===== src/rtl/capture_frame_ctrl_if.sv =====
// Frame-buffer write port: valid/ready handshake carrying a linear pixel address and RGB565 data.
// The capture controller is the master; the BRAM writer (or a bench) is the slave.
interface capture_frame_ctrl_if #(
    parameter int ADDR_W = 17
);
    logic              wr_valid_out;
    logic              wr_ready_in;
    logic [ADDR_W-1:0] wr_addr_out;
    logic [15:0]       wr_data_out;

    modport master (
        output wr_valid_out,
        output wr_addr_out,
        output wr_data_out,
        input  wr_ready_in
    );

    modport slave (
        input  wr_valid_out,
        input  wr_addr_out,
        input  wr_data_out,
        output wr_ready_in
    );
endinterface


===== src/rtl/capture_frame_ctrl.sv =====
// Frame capture sequencer: arms on command, aligns to frame start, optionally decimates,
// and feeds linear-addressed pixels into a one-entry valid/ready write register.
module capture_frame_ctrl #(
    parameter int H_ACTIVE   = 320,
    parameter int V_ACTIVE   = 240,
    parameter int H_FIRST    = 1,
    parameter int DECIM_LOG2 = 0,
    parameter int ADDR_W     = 17
) (
    input  logic                  clk_in,
    input  logic                  rst_n_in,
    input  logic                  arm_in,
    input  logic                  continuous_in,
    input  logic                  abort_in,
    input  logic                  valid_in,
    input  logic [15:0]           data_in,
    input  logic [10:0]           hcount_in,
    input  logic [9:0]            vcount_in,
    capture_frame_ctrl_if.master  wr_if,
    output logic                  busy_out,
    output logic                  frame_done_out,
    output logic [15:0]           frame_count_out,
    output logic                  overflow_out,
    output logic                  short_frame_out
);

    localparam int               NPIX     = (H_ACTIVE >> DECIM_LOG2) * (V_ACTIVE >> DECIM_LOG2);
    localparam int               CNT_W    = ADDR_W + 1;
    localparam logic [CNT_W-1:0] NPIX_C   = CNT_W'(NPIX);
    localparam logic [10:0]      H_FIRST_C  = 11'(H_FIRST);
    localparam logic [10:0]      H_ACTIVE_C = 11'(H_ACTIVE);
    localparam logic [10:0]      V_ACTIVE_C = 11'(V_ACTIVE);
    localparam logic [10:0]      DMASK_H  = 11'((1 << DECIM_LOG2) - 1);
    localparam logic [9:0]       DMASK_V  = 10'((1 << DECIM_LOG2) - 1);

    typedef enum logic [1:0] {
        S_IDLE,
        S_ARMED,
        S_CAPTURE,
        S_DRAIN
    } state_t;

    state_t             state_q, state_d;
    logic [CNT_W-1:0]   cnt_q, cnt_d;
    logic               full_q, full_d;
    logic [ADDR_W-1:0]  addr_q, addr_d;
    logic [15:0]        data_q, data_d;
    logic               done_q, done_d;
    logic [15:0]        fcount_q, fcount_d;
    logic               ovf_q, ovf_d;
    logic               short_q, short_d;

    logic [10:0]        h_rel;
    logic               sof;
    logic               keep;
    logic               accept;
    logic               take;
    logic [CNT_W-1:0]   pix_addr;
    logic [CNT_W-1:0]   next_cnt;

    // Columns left of H_FIRST wrap to large values and fall outside the active window.
    assign h_rel  = hcount_in - H_FIRST_C;
    assign sof    = valid_in && (vcount_in == 10'd0) && (hcount_in == H_FIRST_C);
    assign keep   = valid_in
                 && (h_rel < H_ACTIVE_C)
                 && ({1'b0, vcount_in} < V_ACTIVE_C)
                 && ((h_rel & DMASK_H) == 11'd0)
                 && ((vcount_in & DMASK_V) == 10'd0);
    assign accept = full_q && wr_if.wr_ready_in;

    // NOTE: every signal written here gets a default first, so no path can leave one
    // unassigned and infer a latch.
    always_comb begin
        state_d  = state_q;
        cnt_d    = cnt_q;
        full_d   = full_q && !accept;
        addr_d   = addr_q;
        data_d   = data_q;
        done_d   = 1'b0;
        fcount_d = fcount_q;
        ovf_d    = ovf_q;
        short_d  = short_q;
        take     = 1'b0;
        pix_addr = cnt_q;

        if (abort_in) begin
            state_d = S_IDLE;
            full_d  = 1'b0;
        end else begin
            unique case (state_q)
                S_IDLE: begin
                    if (arm_in) begin
                        state_d = S_ARMED;
                        ovf_d   = 1'b0;
                        short_d = 1'b0;
                    end
                end
                S_ARMED: begin
                    // The frame-start pixel itself is the first captured pixel.
                    if (sof) begin
                        state_d  = S_CAPTURE;
                        pix_addr = '0;
                        take     = keep;
                    end
                end
                S_CAPTURE: begin
                    if (sof && (cnt_q != '0)) begin
                        short_d = 1'b1;
                        state_d = S_DRAIN;
                    end else begin
                        take = keep;
                    end
                end
                S_DRAIN: begin
                    if (!full_q) begin
                        done_d   = 1'b1;
                        fcount_d = fcount_q + 16'd1;
                        state_d  = continuous_in ? S_ARMED : S_IDLE;
                    end
                end
                default: state_d = S_IDLE;
            endcase
        end

        next_cnt = pix_addr + CNT_W'(1);
        if (take) begin
            // A dropped pixel still consumes its address so the frame geometry stays intact.
            cnt_d = next_cnt;
            if (!full_q || accept) begin
                full_d = 1'b1;
                addr_d = pix_addr[ADDR_W-1:0];
                data_d = data_in;
            end else begin
                ovf_d = 1'b1;
            end
            if (next_cnt == NPIX_C) begin
                state_d = S_DRAIN;
            end
        end
    end

    // NOTE: state updates use non-blocking assignments only, so every register samples
    // the pre-edge values regardless of process ordering.
    always_ff @(posedge clk_in or negedge rst_n_in) begin
        if (!rst_n_in) begin
            state_q  <= S_IDLE;
            cnt_q    <= '0;
            full_q   <= 1'b0;
            // NOTE: the output address/data register is reset too because it drives ports
            // that must read zero while in reset; it is a single entry, not a memory array.
            addr_q   <= '0;
            data_q   <= '0;
            done_q   <= 1'b0;
            fcount_q <= '0;
            ovf_q    <= 1'b0;
            short_q  <= 1'b0;
        end else begin
            state_q  <= state_d;
            cnt_q    <= cnt_d;
            full_q   <= full_d;
            addr_q   <= addr_d;
            data_q   <= data_d;
            done_q   <= done_d;
            fcount_q <= fcount_d;
            ovf_q    <= ovf_d;
            short_q  <= short_d;
        end
    end

    assign wr_if.wr_valid_out = full_q;
    assign wr_if.wr_addr_out  = addr_q;
    assign wr_if.wr_data_out  = data_q;
    assign busy_out           = (state_q != S_IDLE);
    assign frame_done_out     = done_q;
    assign frame_count_out    = fcount_q;
    assign overflow_out       = ovf_q;
    assign short_frame_out    = short_q;

endmodule


===== src/flat_wrapper.sv =====
// flat-port wrapper written by rule: the top's interface ports become plain ports
module capture_frame_ctrl_flat 
#(
    parameter int H_ACTIVE   = 320,
    parameter int V_ACTIVE   = 240,
    parameter int H_FIRST    = 1,
    parameter int DECIM_LOG2 = 0,
    parameter int ADDR_W     = 17
)
  (clk_in, rst_n_in, arm_in, continuous_in, abort_in, valid_in, data_in, hcount_in, vcount_in, busy_out, frame_done_out, frame_count_out, overflow_out, short_frame_out, wr_if_wr_valid_out, wr_if_wr_addr_out, wr_if_wr_data_out, wr_if_wr_ready_in);
  capture_frame_ctrl_if #(.ADDR_W(ADDR_W)) wr_if_i ();
  input  logic clk_in;
  input  logic rst_n_in;
  input  logic arm_in;
  input  logic continuous_in;
  input  logic abort_in;
  input  logic valid_in;
  input  logic [15:0] data_in;
  input  logic [10:0] hcount_in;
  input  logic [9:0] vcount_in;
  output logic busy_out;
  output logic frame_done_out;
  output logic [15:0] frame_count_out;
  output logic overflow_out;
  output logic short_frame_out;
  output wire logic [$bits(wr_if_i.wr_valid_out)-1:0] wr_if_wr_valid_out;
  output wire logic [$bits(wr_if_i.wr_addr_out)-1:0] wr_if_wr_addr_out;
  output wire logic [$bits(wr_if_i.wr_data_out)-1:0] wr_if_wr_data_out;
  input wire logic [$bits(wr_if_i.wr_ready_in)-1:0] wr_if_wr_ready_in;
  assign wr_if_wr_valid_out = wr_if_i.wr_valid_out;
  assign wr_if_wr_addr_out = wr_if_i.wr_addr_out;
  assign wr_if_wr_data_out = wr_if_i.wr_data_out;
  assign wr_if_i.wr_ready_in = wr_if_wr_ready_in;
  capture_frame_ctrl #(.H_ACTIVE(H_ACTIVE), .V_ACTIVE(V_ACTIVE), .H_FIRST(H_FIRST), .DECIM_LOG2(DECIM_LOG2), .ADDR_W(ADDR_W)) u_core (.clk_in(clk_in), .rst_n_in(rst_n_in), .arm_in(arm_in), .continuous_in(continuous_in), .abort_in(abort_in), .valid_in(valid_in), .data_in(data_in), .hcount_in(hcount_in), .vcount_in(vcount_in), .wr_if(wr_if_i), .busy_out(busy_out), .frame_done_out(frame_done_out), .frame_count_out(frame_count_out), .overflow_out(overflow_out), .short_frame_out(short_frame_out));
endmodule

===== config.mk =====
export PLATFORM = sky130hd
export DESIGN_NAME = capture_frame_ctrl_flat
export DESIGN_NICKNAME = d
export VERILOG_FILES = /design/src/rtl/capture_frame_ctrl_if.sv /design/src/rtl/capture_frame_ctrl.sv /design/src/flat_wrapper.sv
export SDC_FILE = /design/constraint.sdc
export NUM_CORES = 1
export LEC_CHECK = 0
export CORE_UTILIZATION = 50
export CTS_CLUSTER_SIZE = 20
export DETAILED_ROUTE_END_ITERATION = 10
export GPL_ROUTABILITY_DRIVEN = 0
export PLACE_DENSITY = 0.81
export SYNTH_ARGS = -nofsm -noshare
export SYNTH_HDL_FRONTEND = slang
export SYNTH_SLANG_ARGS = --single-unit

===== constraint.sdc =====
create_clock -name clk_in -period 4 [get_ports clk_in]
set_input_delay 0.8 -clock clk_in [delete_from_list [all_inputs] [get_ports clk_in]]
set_output_delay 0.8 -clock clk_in [all_outputs]
set_load 0.1 [all_outputs]

==> results.md <==
- Post-synthesis mux area share: 0.0764
- Worst-path cell chain: clkdlybuf4s50_1, nor2_1, nor4b_1, buf_4, nand4_1, and2_1, ha_1, nand3_1, nor4_1, nand3_1, xnor2_1, nor4b_1, nand4_1, nand2_1
- Final clock skew: 0.0146 ns
- Ranking of synthesized cells by area: dfrtp_1 (46%), mux2_4 (6.8%), nand2_1 (5.0%)
- Worst endpoint required time: 4.29 ns
- Hold_buf cts: 0
- Post-synthesis cell count: 410
- H-Tree Depth: 3
- Top routing layer in use: met4
- Nets@finish: 554
- Largest family of logic cells by synthesized area: simple AND/OR/NAND/NOR gates
- CTS tree: built
- Async S/R FF share, synth: 1.00
- Largest delay share family, worst path: simple AND/OR/NAND/NOR gates
- IO Count: 98
- Final Util: 0.684
- Initial antenna violation count: 0
- Antenna cells: 0
- Crit path time final: 3.67 ns
- Critical path peak fanout: 9
- Initial core utilization: 0.515
- Number of synthesized register bits: 73
- Final period util: 0.917
- Wire length on met2: 5010 um
- Wl on met1: 4050 um
- Register area share after synthesis: 0.459
- First-pass detailed-route iteration total: 5
- DIE HEIGHT: 91.2 um
- Max-slew violations: 0
- DIE WIDTH: 91.2 um
- Setup_tns: 0 ns
- Adder-Cell Fraction of Synth Area: 0.0220
- Drt via density: 5.78
- Sw frac: 0.322
- Met3 wire length: 582 um
- Post-synth EDFFs: 0
- Synth top area share: 0.459
- CP endpoint kind: flop
- CTS Buffer Depth: 2
- Dpl hpwl: 7120 um
- Final setup vio count: 0
- WL final: 9890 um
- Via count of the first global-routing pass: 3446
- Clock transition at path regs: 0.08 ns
- Iteration-0 DRC Markers: 293
- Element type at the critical path start: input pin
- Outcome: finished clean
- WL/cell: 16.2 um
- Layout cell share with drive strength beyond 1: 0.112
- Comb pwr share: 0.238
- Max Cap Viol: 0
- Critical Setup Path Class: input pin to flop
- First-pass GRT wire length: 16500 um
- Final Hold Vio Count: 0
- Clock Latency Late Sink: 0.36 ns
- Clk sinks: 73
- Cell variety after synth: 53
- Post-Synth XOR/XNOR Area: 0.0484
- Area leader, netlist: dfrtp_1
- F_max: 0.273 GHz
- Crit-path slowest cell: nor4_1
- Post-Synth Simple-Gate Area: 0.240
- RSZ-0062 raised after global routing: no
- Avg Cell Area, Syn: 9.71 um^2
- Bufs and invs on worst path: 2
- Relative slew margins: 0.326
- Detailed-route DRC error count: 0
- HP Class: flop to flop
- Pwr/cell area: 374 nW/um^2
- Max stage delay on crit path: 0.62 ns
- Cts repair resizes: 0
- PortBufs: 97
- Flop pwr share: 0.402
- Row count: 32
- Antenna Nets Post-Route: 0
- Net load switching power: 0.637 mW
- Cell-internal power: 1.34 mW
- Area delta synth->final: 32.8%
- CTS buffer count: 9
- Clock power frac: 0.360
- All-layer global routing usage: 0.252
- Most used DFF post-synth: dfrtp_1
- Maximum VDD drop: 220 uV
- Die area: 8320 um^2
- Actual slew at the worst max-slew pin: 1.01 ns
- Leakage power: 2.24 nW
- Grt ovf: 0
- Core footprint: 7730 um^2
- Syn Std Cell Area: 3980 um^2
- Largest net degree at the start of global routing: 50
- Worst EP arrival: 3.96 ns
- Filler cells: 589
- Mapped Nets: 461
- Vias: 3525
- CTS Root Cell: clkbuf_8
- Ys Warns: 0
- Compound-cell area share of the yosys netlist: 0.114
- Post-CTS Setup Inserts: 0
==> worst paths after layout <==
| check | startpoint | to | slack, ns | cells after the start |
|---|---|---|---|---|
| worst max-delay path | vcount_in[9] | u_core.state_q[0] | 0.33 | 14 |
| worst min-delay path | u_core.wr_if.wr_addr_out[14] | u_core.wr_if.wr_addr_out[14] | 0.48 | 2 |
| worst max register to register | u_core.state_q[1] | u_core.state_q[0] | 0.79 | 12 |
| worst min register to register | u_core.wr_if.wr_addr_out[14] | u_core.wr_if.wr_addr_out[14] | 0.48 | 2 |
| max in group asynchronous | rst_n_in | u_core.cnt_q[17] | 2.51 | 2 |
| min in group asynchronous | rst_n_in | u_core.frame_count_out[6] | 0.50 | 1 |
==> logic make-up after synthesis <==
group / Yosys count
buf+inv: 33
fa+ha+maj: 7
flops: 73
compound gates: 76
mux: 21
simple gates: 178
xor+xnor: 22
==> synthesized netlist by cell type, types with 2 or more instances <==
cell type,number
and4_1,2
a21oi_1,8
nor4_1,9
a31oi_1,5
ha_1,7
or4_4,2
o31ai_1,8
nand4_1,10
nand2b_1,8
nor4b_1,2
mux2_2,3
buf_2,8
nand3_1,23
o21ai_0,39
inv_1,8
a221oi_1,2
nor2_1,27
xor2_1,6
and3_1,13
and2_1,4
clkbuf_1,12
xnor2_1,16
dfrtp_1,73
nor3_1,13
or4_1,2
buf_6,3
mux2_4,18
nand2_1,53
o21ai_1,2
==> worst reg2reg max path: cells and delay by family (launching register included) <==
family        cells  cell delay (ns)
xor+xnor          1             0.20
buf+inv           1             0.10
flops             1             0.41
fa+ha+maj         2             0.64
simple gates      8             1.79
==> cell type report <==
cell class              instances  area (um^2)  share of cell area
clock buffers                   9          124              0.0234
clock inverters                 7          125              0.0237
inverters                       8         30.0             0.00568
multi-input cells             304         2000               0.379
flip-flops and latches         73         1830               0.345
well taps                     102          128              0.0241
repair buffers                107         1050               0.199
==> metal layers <==
metal | up-vias | global-route usage
met1 | 1678 | 0.306
met4 | 0 | 0.0992
met3 | 29 | 0.0586
met2 | 162 | 0.434
li1 | 1656 | -
met5 | - | 0
==> layout by cell type, fill, tap and decap left out, drive strengths merged, types with 13 or more instances in the layout <==
cell           netlist  layout
and3                13      13
nand2               53      53
nor3                13      13
o21ai               42      42
mux2                21      21
dfrtp               73      73
nor2                27      27
xnor2               16      16
clkdlybuf4s50        0      96
nand3               24      24
==> sequential cells by signal (all words and copies together) (netlist names) <==
signal and count:
u_core.cnt_q 18, u_core.frame_count_out 16, u_core.frame_done_out 1, u_core.overflow_out 1, u_core.short_frame_out 1, u_core.state_q 2
u_core.wr_if.wr_addr_out 17, u_core.wr_if.wr_data_out 16, u_core.wr_if.wr_valid_out 1
==> through the flow <==
stage	area [um^2]	instances	setup slack [ns]	hold slack [ns]	total power [mW]
final	5290	610	0.332	0.480	1.98
after global routing	5290	610	0.0853	0.506	2.06
after CTS	5290	610	0.421	0.487	2.00
after floorplan	3980	410	0.597	0.504	1.13
after detailed placement	5040	594	0.0507	0.471	1.28
after global placement	5040	594	0.305	0.459	1.27
==> power by group through the flow <==
stage                     logic [mW]  registers [mW]  clock network, mW
after floorplan                0.197           0.934                  0
after global placement         0.462           0.807                  0
after detailed placement       0.471           0.809                  0
after CTS                      0.473           0.794              0.730
after global routing           0.500           0.799              0.760
final                          0.471           0.794              0.713
No activity file was read; power rests on OpenSTA's default activity.
